### config.mk
export PLATFORM = sky130hd
export DESIGN_NAME = memoria_dados_param
export DESIGN_NICKNAME = d
export VERILOG_FILES = /design/src/rtl/memoria_dados_param.sv
export SDC_FILE = /design/constraint.sdc
export NUM_CORES = 2
export LEC_CHECK = 0
export CORE_AREA = 2 2 366 368
export DETAILED_ROUTE_END_ITERATION = 7
export DIE_AREA = 0 0 368 370
export HOLD_SLACK_MARGIN = 0.12
export PLACE_DENSITY = 0.85
export SLEW_MARGIN = 20
export SYNTH_ARGS = -nofsm -noshare
export SYNTH_HDL_FRONTEND = slang
export SYNTH_SLANG_ARGS = --single-unit
### constraint.sdc
create_clock -name Clock -period 3.4 [get_ports Clock]
set_input_delay 0.68 -clock Clock [delete_from_list [all_inputs] [get_ports Clock]]
set_output_delay 0.68 -clock Clock [all_outputs]
set_load 0.01 [all_outputs]
### src/rtl/memoria_dados_param.sv
// -----------------------------------------------------------------------------
// memoria_dados_param
//
// Parametrised, pipelined data memory for the nRisc/mRisc processors. It
// accepts one read and/or one write per cycle while Pronto is high and returns
// read data through a READ_LAT-deep valid/data pipeline.
//
// Optional feature macro: MEM_CLEAR_ON_RESET_EN
//   defined   : after reset a CLEAR state writes 0 to every word, one per cycle,
//               and only then raises Pronto (DEPTH cycles after reset release).
//   undefined : Pronto rises at the first rising edge after reset release;
//               unwritten words are undefined.
//
// Parameters:
//   DATA_W    data word width
//   ADDR_W    address width
//   DEPTH     number of words (1 .. 2**ADDR_W)
//   READ_LAT  read latency in cycles (1 .. 4)
//
// Ports:
//   Clock        in   rising-edge clock
//   reset        in   asynchronous active-high reset
//   EscMem       in   write request
//   LerMem       in   read request
//   Endereco     in   word address
//   EscreveDado  in   write data
//   LeDado       out  read data, holds its last value between responses
//   LeValido     out  one-cycle pulse marking LeDado valid
//   Pronto       out  memory accepts requests
//   ErroEnd      out  one-cycle pulse on an out-of-range access
//   estado_dbg   out  current FSM state (1 = RUN)
//
// Handshake: a request is taken on a rising edge where Pronto=1 and EscMem or
// LerMem is high; with Pronto=0 requests are dropped, never queued. Each
// accepted read produces exactly one LeValido pulse READ_LAT cycles after the
// accept edge, in accept order; there is no back-pressure on the response.
// Writes produce no response strobe.
// -----------------------------------------------------------------------------
module memoria_dados_param #(
   parameter int DATA_W   = 8,
   parameter int ADDR_W   = 8,
   parameter int DEPTH    = 256,
   parameter int READ_LAT = 1
) (
   input  logic              Clock,
   input  logic              reset,
   input  logic              EscMem,
   input  logic              LerMem,
   input  logic [ADDR_W-1:0] Endereco,
   input  logic [DATA_W-1:0] EscreveDado,
   output logic [DATA_W-1:0] LeDado,
   output logic              LeValido,
   output logic              Pronto,
   output logic              ErroEnd,
   output logic [0:0]        estado_dbg
);

   localparam int IDX_W = (DEPTH > 1) ? $clog2(DEPTH) : 1;
   localparam int LAST  = READ_LAT - 1;

   // The reset encoding is CLEAR when the clear sequencer is built in; in the
   // default build it is only a one-cycle hold that moves straight to RUN.
`ifdef MEM_CLEAR_ON_RESET_EN
   localparam logic [0:0] ST_CLEAR = 1'b0;
   localparam logic [0:0] ST_RESET = ST_CLEAR;
`else
   localparam logic [0:0] ST_INIT  = 1'b0;
   localparam logic [0:0] ST_RESET = ST_INIT;
`endif
   localparam logic [0:0] ST_RUN   = 1'b1;

   // Elaboration-time parameter checks.
   if ((READ_LAT < 1) || (READ_LAT > 4)) begin : g_bad_read_lat
      $error("memoria_dados_param: READ_LAT=%0d outside 1..4", READ_LAT);
   end
   if ((DEPTH < 1) || (longint'(DEPTH) > (longint'(1) << ADDR_W))) begin : g_bad_depth
      $error("memoria_dados_param: DEPTH=%0d does not fit ADDR_W=%0d", DEPTH, ADDR_W);
   end

   logic [DATA_W-1:0] mem [0:DEPTH-1];

   logic [0:0]        state_q, state_d;
   logic [LAST:0]     pipe_vld_q, pipe_vld_d;
   logic [LAST:0]     pipe_err_q, pipe_err_d;
   logic [DATA_W-1:0] pipe_dat_q [READ_LAT];
   logic [DATA_W-1:0] pipe_dat_d [READ_LAT];
   logic [DATA_W-1:0] le_dado_q, le_dado_d;
   logic              le_valido_q, le_valido_d;
   logic              erro_end_q, erro_end_d;
   logic              wr_err_q, wr_err_d;
`ifdef MEM_CLEAR_ON_RESET_EN
   logic [IDX_W-1:0]  clr_cnt_q, clr_cnt_d;
`endif

   logic              pronto;
   logic              in_range;
   logic [IDX_W-1:0]  idx;
   logic              acc_wr;
   logic              acc_rd;
   logic [DATA_W-1:0] rd_word;
   logic              mem_we;
   logic [IDX_W-1:0]  mem_waddr;
   logic [DATA_W-1:0] mem_wdata;

   // Request decode and array read port. The read is combinational from the
   // array so the sample taken at the accept edge sees pre-write contents.
   always_comb begin
      pronto   = (state_q == ST_RUN);
      in_range = ({1'b0, Endereco} < (ADDR_W + 1)'(DEPTH));
      idx      = Endereco[IDX_W-1:0];
      acc_wr   = pronto & EscMem;
      acc_rd   = pronto & LerMem;
      rd_word  = in_range ? mem[idx] : '0;
   end

   // FSM and array write port mux (clear sequencer has priority while active).
   always_comb begin
      state_d   = state_q;
      mem_we    = acc_wr & in_range;
      mem_waddr = idx;
      mem_wdata = EscreveDado;
`ifdef MEM_CLEAR_ON_RESET_EN
      clr_cnt_d = clr_cnt_q;
`endif
      case (state_q)
         ST_RESET: begin
`ifdef MEM_CLEAR_ON_RESET_EN
            mem_we    = 1'b1;
            mem_waddr = clr_cnt_q;
            mem_wdata = '0;
            clr_cnt_d = clr_cnt_q + 1'b1;
            if (clr_cnt_q == IDX_W'(DEPTH - 1)) begin
               clr_cnt_d = '0;
               state_d   = ST_RUN;
            end
`else
            state_d = ST_RUN;
`endif
         end
         default: state_d = state_q;
      endcase
   end

   // Read response pipeline: stage 0 captures the array sample at the accept
   // edge, the output registers add the final cycle of latency.
   always_comb begin
      pipe_vld_d[0] = acc_rd;
      pipe_err_d[0] = acc_rd & ~in_range;
      pipe_dat_d[0] = rd_word;
      for (int k = 1; k < READ_LAT; k++) begin
         pipe_vld_d[k] = pipe_vld_q[k-1];
         pipe_err_d[k] = pipe_err_q[k-1];
         pipe_dat_d[k] = pipe_dat_q[k-1];
      end
      wr_err_d    = acc_wr & ~in_range;
      le_valido_d = pipe_vld_q[LAST];
      le_dado_d   = pipe_vld_q[LAST] ? pipe_dat_q[LAST] : le_dado_q;
      // A write error is reported one cycle after its accept edge; a read
      // error rides with the read's LeValido.
      erro_end_d  = (pipe_vld_q[LAST] & pipe_err_q[LAST]) | wr_err_q;
   end

   always_ff @(posedge Clock or posedge reset) begin
      if (reset) begin
         state_q     <= ST_RESET;
         pipe_vld_q  <= '0;
         pipe_err_q  <= '0;
         for (int k = 0; k < READ_LAT; k++) pipe_dat_q[k] <= '0;
         le_dado_q   <= '0;
         le_valido_q <= 1'b0;
         erro_end_q  <= 1'b0;
         wr_err_q    <= 1'b0;
`ifdef MEM_CLEAR_ON_RESET_EN
         clr_cnt_q   <= '0;
`endif
      end else begin
         state_q     <= state_d;
         pipe_vld_q  <= pipe_vld_d;
         pipe_err_q  <= pipe_err_d;
         for (int k = 0; k < READ_LAT; k++) pipe_dat_q[k] <= pipe_dat_d[k];
         le_dado_q   <= le_dado_d;
         le_valido_q <= le_valido_d;
         erro_end_q  <= erro_end_d;
         wr_err_q    <= wr_err_d;
`ifdef MEM_CLEAR_ON_RESET_EN
         clr_cnt_q   <= clr_cnt_d;
`endif
      end
   end

   // Array storage has no reset; contents survive a reset unless CLEAR runs.
   always_ff @(posedge Clock) begin
      if (mem_we) mem[mem_waddr] <= mem_wdata;
   end

   assign LeDado     = le_dado_q;
   assign LeValido   = le_valido_q;
   assign ErroEnd    = erro_end_q;
   assign Pronto     = pronto;
   assign estado_dbg = state_q;

endmodule

==> impl_metrics.py <==
metrics = {
    "setup_path": {
        "r2r_start": "Pronto",
        "crit_start": "Pronto",
        "crit_family": "buffers and inverters",
        "cp-start-kind": "flop",
        "r2r_cells": 7,
        "path_buf_inv": 2,
        "worst_path_largest_cell_delay_ns": 0.61,
        "crit_path_end_kind": "output pin",
        "endpoint": "Pronto",
        "reg2reg_slack_ns": 0.57,
        "slowest_stage": "dfrtp_1",
        "worstPathArrival_ns": 2.24,
        "path_cells": "buf_4 -> clkdlybuf4s50_1",
        "path_depth": 2,
        "cp_data_required_time_ns": 2.72,
        "path_max_fanout": 4,
        "path_class": "reg2out",
        "timing.rr.end": "mem[252][3]",
    },
    "final_layout": {
        "layout.nets": 4082,
        "syn_to_final_growth_pct": 15.6,
        "drive_above_1_share": 0.314,
        "finalNonFillerCells": 5992,
        "fillers": 7319,
        "final_common_cell": "edfxtp_1",
        "layout_common_cells": "edfxtp_1, mux4_2, buf_4",
    },
    "hold_path": {
        "hp-class": "in2reg",
    },
    "floorplan": {
        "num_rows": 134,
        "start_util": 0.594,
        "core-area_um2": 132000,
        "die-height_um": 370,
        "ios": 32,
        "die_w_um": 368,
        "dieArea_um2": 136000,
    },
    "power_and_ir_drop": {
        "p_sw_frac": 0.213,
        "pwr-share-comb": 0.050,
        "powerDensity_nw_per_um2": 570,
        "switchingPower_mw": 11.1,
        "seqPwrFrac": 0.542,
        "p_leak_nw": 28.8,
        "clockPowerShare": 0.408,
        "p_int_mw": 40.8,
        "vdd_drop_max_mv": 0.670,
        "total_power_mw": 51.9,
    },
    "clocking": {
        "cts_hold_buf": 0,
        "clk_pin_slew_ns": 0.06,
        "clock-sinks": 2067,
        "ctsResizeCount": 0,
        "cts_tree": "built",
        "htreeDepth": 4,
        "postCtsSetupRepairBufs": 0,
        "root_buffer": "clkbuf_16",
        "numCtsBuffers": 192,
        "clkLatencyLatePin_ns": 0.81,
        "clockBufferDepth": 3,
    },
    "timing": {
        "rsz0062_at_grt": "false",
        "final.period_utilization": 0.859,
        "min_period_ns": 2.92,
        "clock.fmax_ghz": 0.342,
        "max_slew_margin": 0.330,
        "tightest_slew_ns": 1.00,
        "drv_slew": 0,
        "hold_viol": 0,
        "fin_skew_ns": 0.0276,
        "setup_viol": 0,
    },
    "synth": {
        "synth-seq-cells": 2067,
        "syn-cell-area_um2": 78700,
        "synth_top_area_frac": 0.781,
        "syn_nets": 3571,
        "synth_cells": 3551,
        "yosysTopAreaCell": "edfxtp_1",
        "synth_cell_type_count": 25,
        "synth_area_leaders": "edfxtp_1, mux4_2, a22oi_1",
        "synth_warnings": 0,
        "yosysSeqAreaShare": 0.787,
        "synth_area_per_cell_um2": 22.2,
    },
    "run_status": {
        "status": "complete, no violations",
    },
    "detailed_routing": {
        "ant_nets": 0,
        "vias_per_cell": 7.05,
        "vias": 42200,
        "drt_iter0_drc": 7107,
        "routedWlPerCell_um": 35.3,
        "firstDrtPassIters": 6,
        "wirelength_um": 211000,
        "drc": 0,
    },
    "global_routing": {
        "grt_max_degree": 116,
        "first_global_vias": 43200,
        "grtUsageMet2": 0.499,
        "grt_busiest_layer": "met2",
        "use_met1": 0.404,
        "grt_pass1_wl_um": 305000,
        "overflow": 0,
        "grt_antenna_before_repair": 5,
        "grt_usage": 0.314,
        "met3_usage": 0.0869,
    },
    "placement": {
        "gp_congestion": 0.877,
        "place.port_buffers": 30,
        "placedCellCount": 5636,
        "dp_hpwl_um": 122000,
    },
    "job": {
        "maxCapViolations": 0,
    },
}
[per-stage QoR]
step                hold WS, ns  TNS (ns)  cell area [µm²]   util  worst slack (ns)
global placement          0.462    -0.237            84900  0.641            -0.128
floorplan                 0.352         0            78700      -             0.425
detailed placement        0.471    -0.590            84900  0.641            -0.195
global route              0.310         0            91000  0.687             0.452
finish                    0.309         0            91000  0.687             0.479
CTS                       0.288         0            91000  0.687             0.515
[sequential cells by signal (all words and copies together), names as in the netlist]
| name | cells |
|---|---|
| LeValido | 1 |
| Pronto | 1 |
| mem | 2048 |
| pipe_dat_q | 8 |
| le_valido_d | 1 |
| LeDado | 8 |
[final cells by class]
cell class / instances / area (µm²) / share of cell area
antenna: 4 / 10.0 / 0.000110
clock buffer: 236 / 5050 / 0.0555
clock inverter: 116 / 1050 / 0.0116
inverter: 1 / 3.75 / 0.0000412
multi-input combinational: 1255 / 15800 / 0.173
sequential: 2067 / 62000 / 0.681
tap: 1768 / 2210 / 0.0243
timing repair buffer: 545 / 4930 / 0.0542
[metal layers]
metal	vias to the layer above	wire length [µm]
met5	-	40
met4	6	12600
met3	802	29500
met2	3940	102000
met1	21400	67300
li1	16100	-
[cell families after synthesis]
kind of cell / after synthesis / share of synthesized area
AO/OA/AOI/OAI: 416 / 0.0361
other: 2 / 0.0000954
flip-flops: 2067 / 0.787
multiplexers: 520 / 0.148
buffers and inverters: 229 / 0.0130
AND/OR/NAND/NOR: 317 / 0.0160
[how the worst min path moves through the flow]
stage,from,endpoint,slack (ns),cells after the start
CTS,EscreveDado[3],mem[71][3],0.29,1
global route,EscreveDado[3],mem[71][3],0.31,1
floorplan,le_valido_d,LeValido,0.35,0
detailed placement,pipe_dat_q[1],LeDado[1],0.47,1
finish,EscreveDado[3],mem[71][3],0.31,1
global placement,pipe_dat_q[4],LeDado[4],0.46,1
[power by group through the flow]
stage	Clock, mW	Combinational (mW)	Sequential [mW]
global placement	0	2.38	28.7
finish	21.2	2.58	28.1
global route	22.1	2.66	28.1
detailed placement	0	2.47	28.7
floorplan	0	1.22	28.6
CTS	21.2	2.54	28.1
[Yosys cell counts]
| cell | n |
|---|---|
| buf_1 | 18 |
| a22oi_1 | 256 |
| nand3_1 | 4 |
| o41ai_1 | 32 |
| edfxtp_1 | 2048 |
| buf_4 | 13 |
| nor2b_1 | 6 |
| mux4_2 | 512 |
| or2_2 | 1 |
| clkbuf_1 | 147 |
| conb_1 | 2 |
| mux2_2 | 8 |
| nand2b_1 | 2 |
| nand4_1 | 8 |
| and4_1 | 1 |
| nor3b_1 | 2 |
| a21oi_1 | 128 |
| inv_1 | 1 |
| buf_2 | 41 |
| dfrtp_1 | 19 |
| nor2_1 | 259 |
| and2_1 | 3 |
| buf_6 | 9 |
| nand2_1 | 30 |
| nor3_1 | 1 |
(Power assumes the default switching activity.)
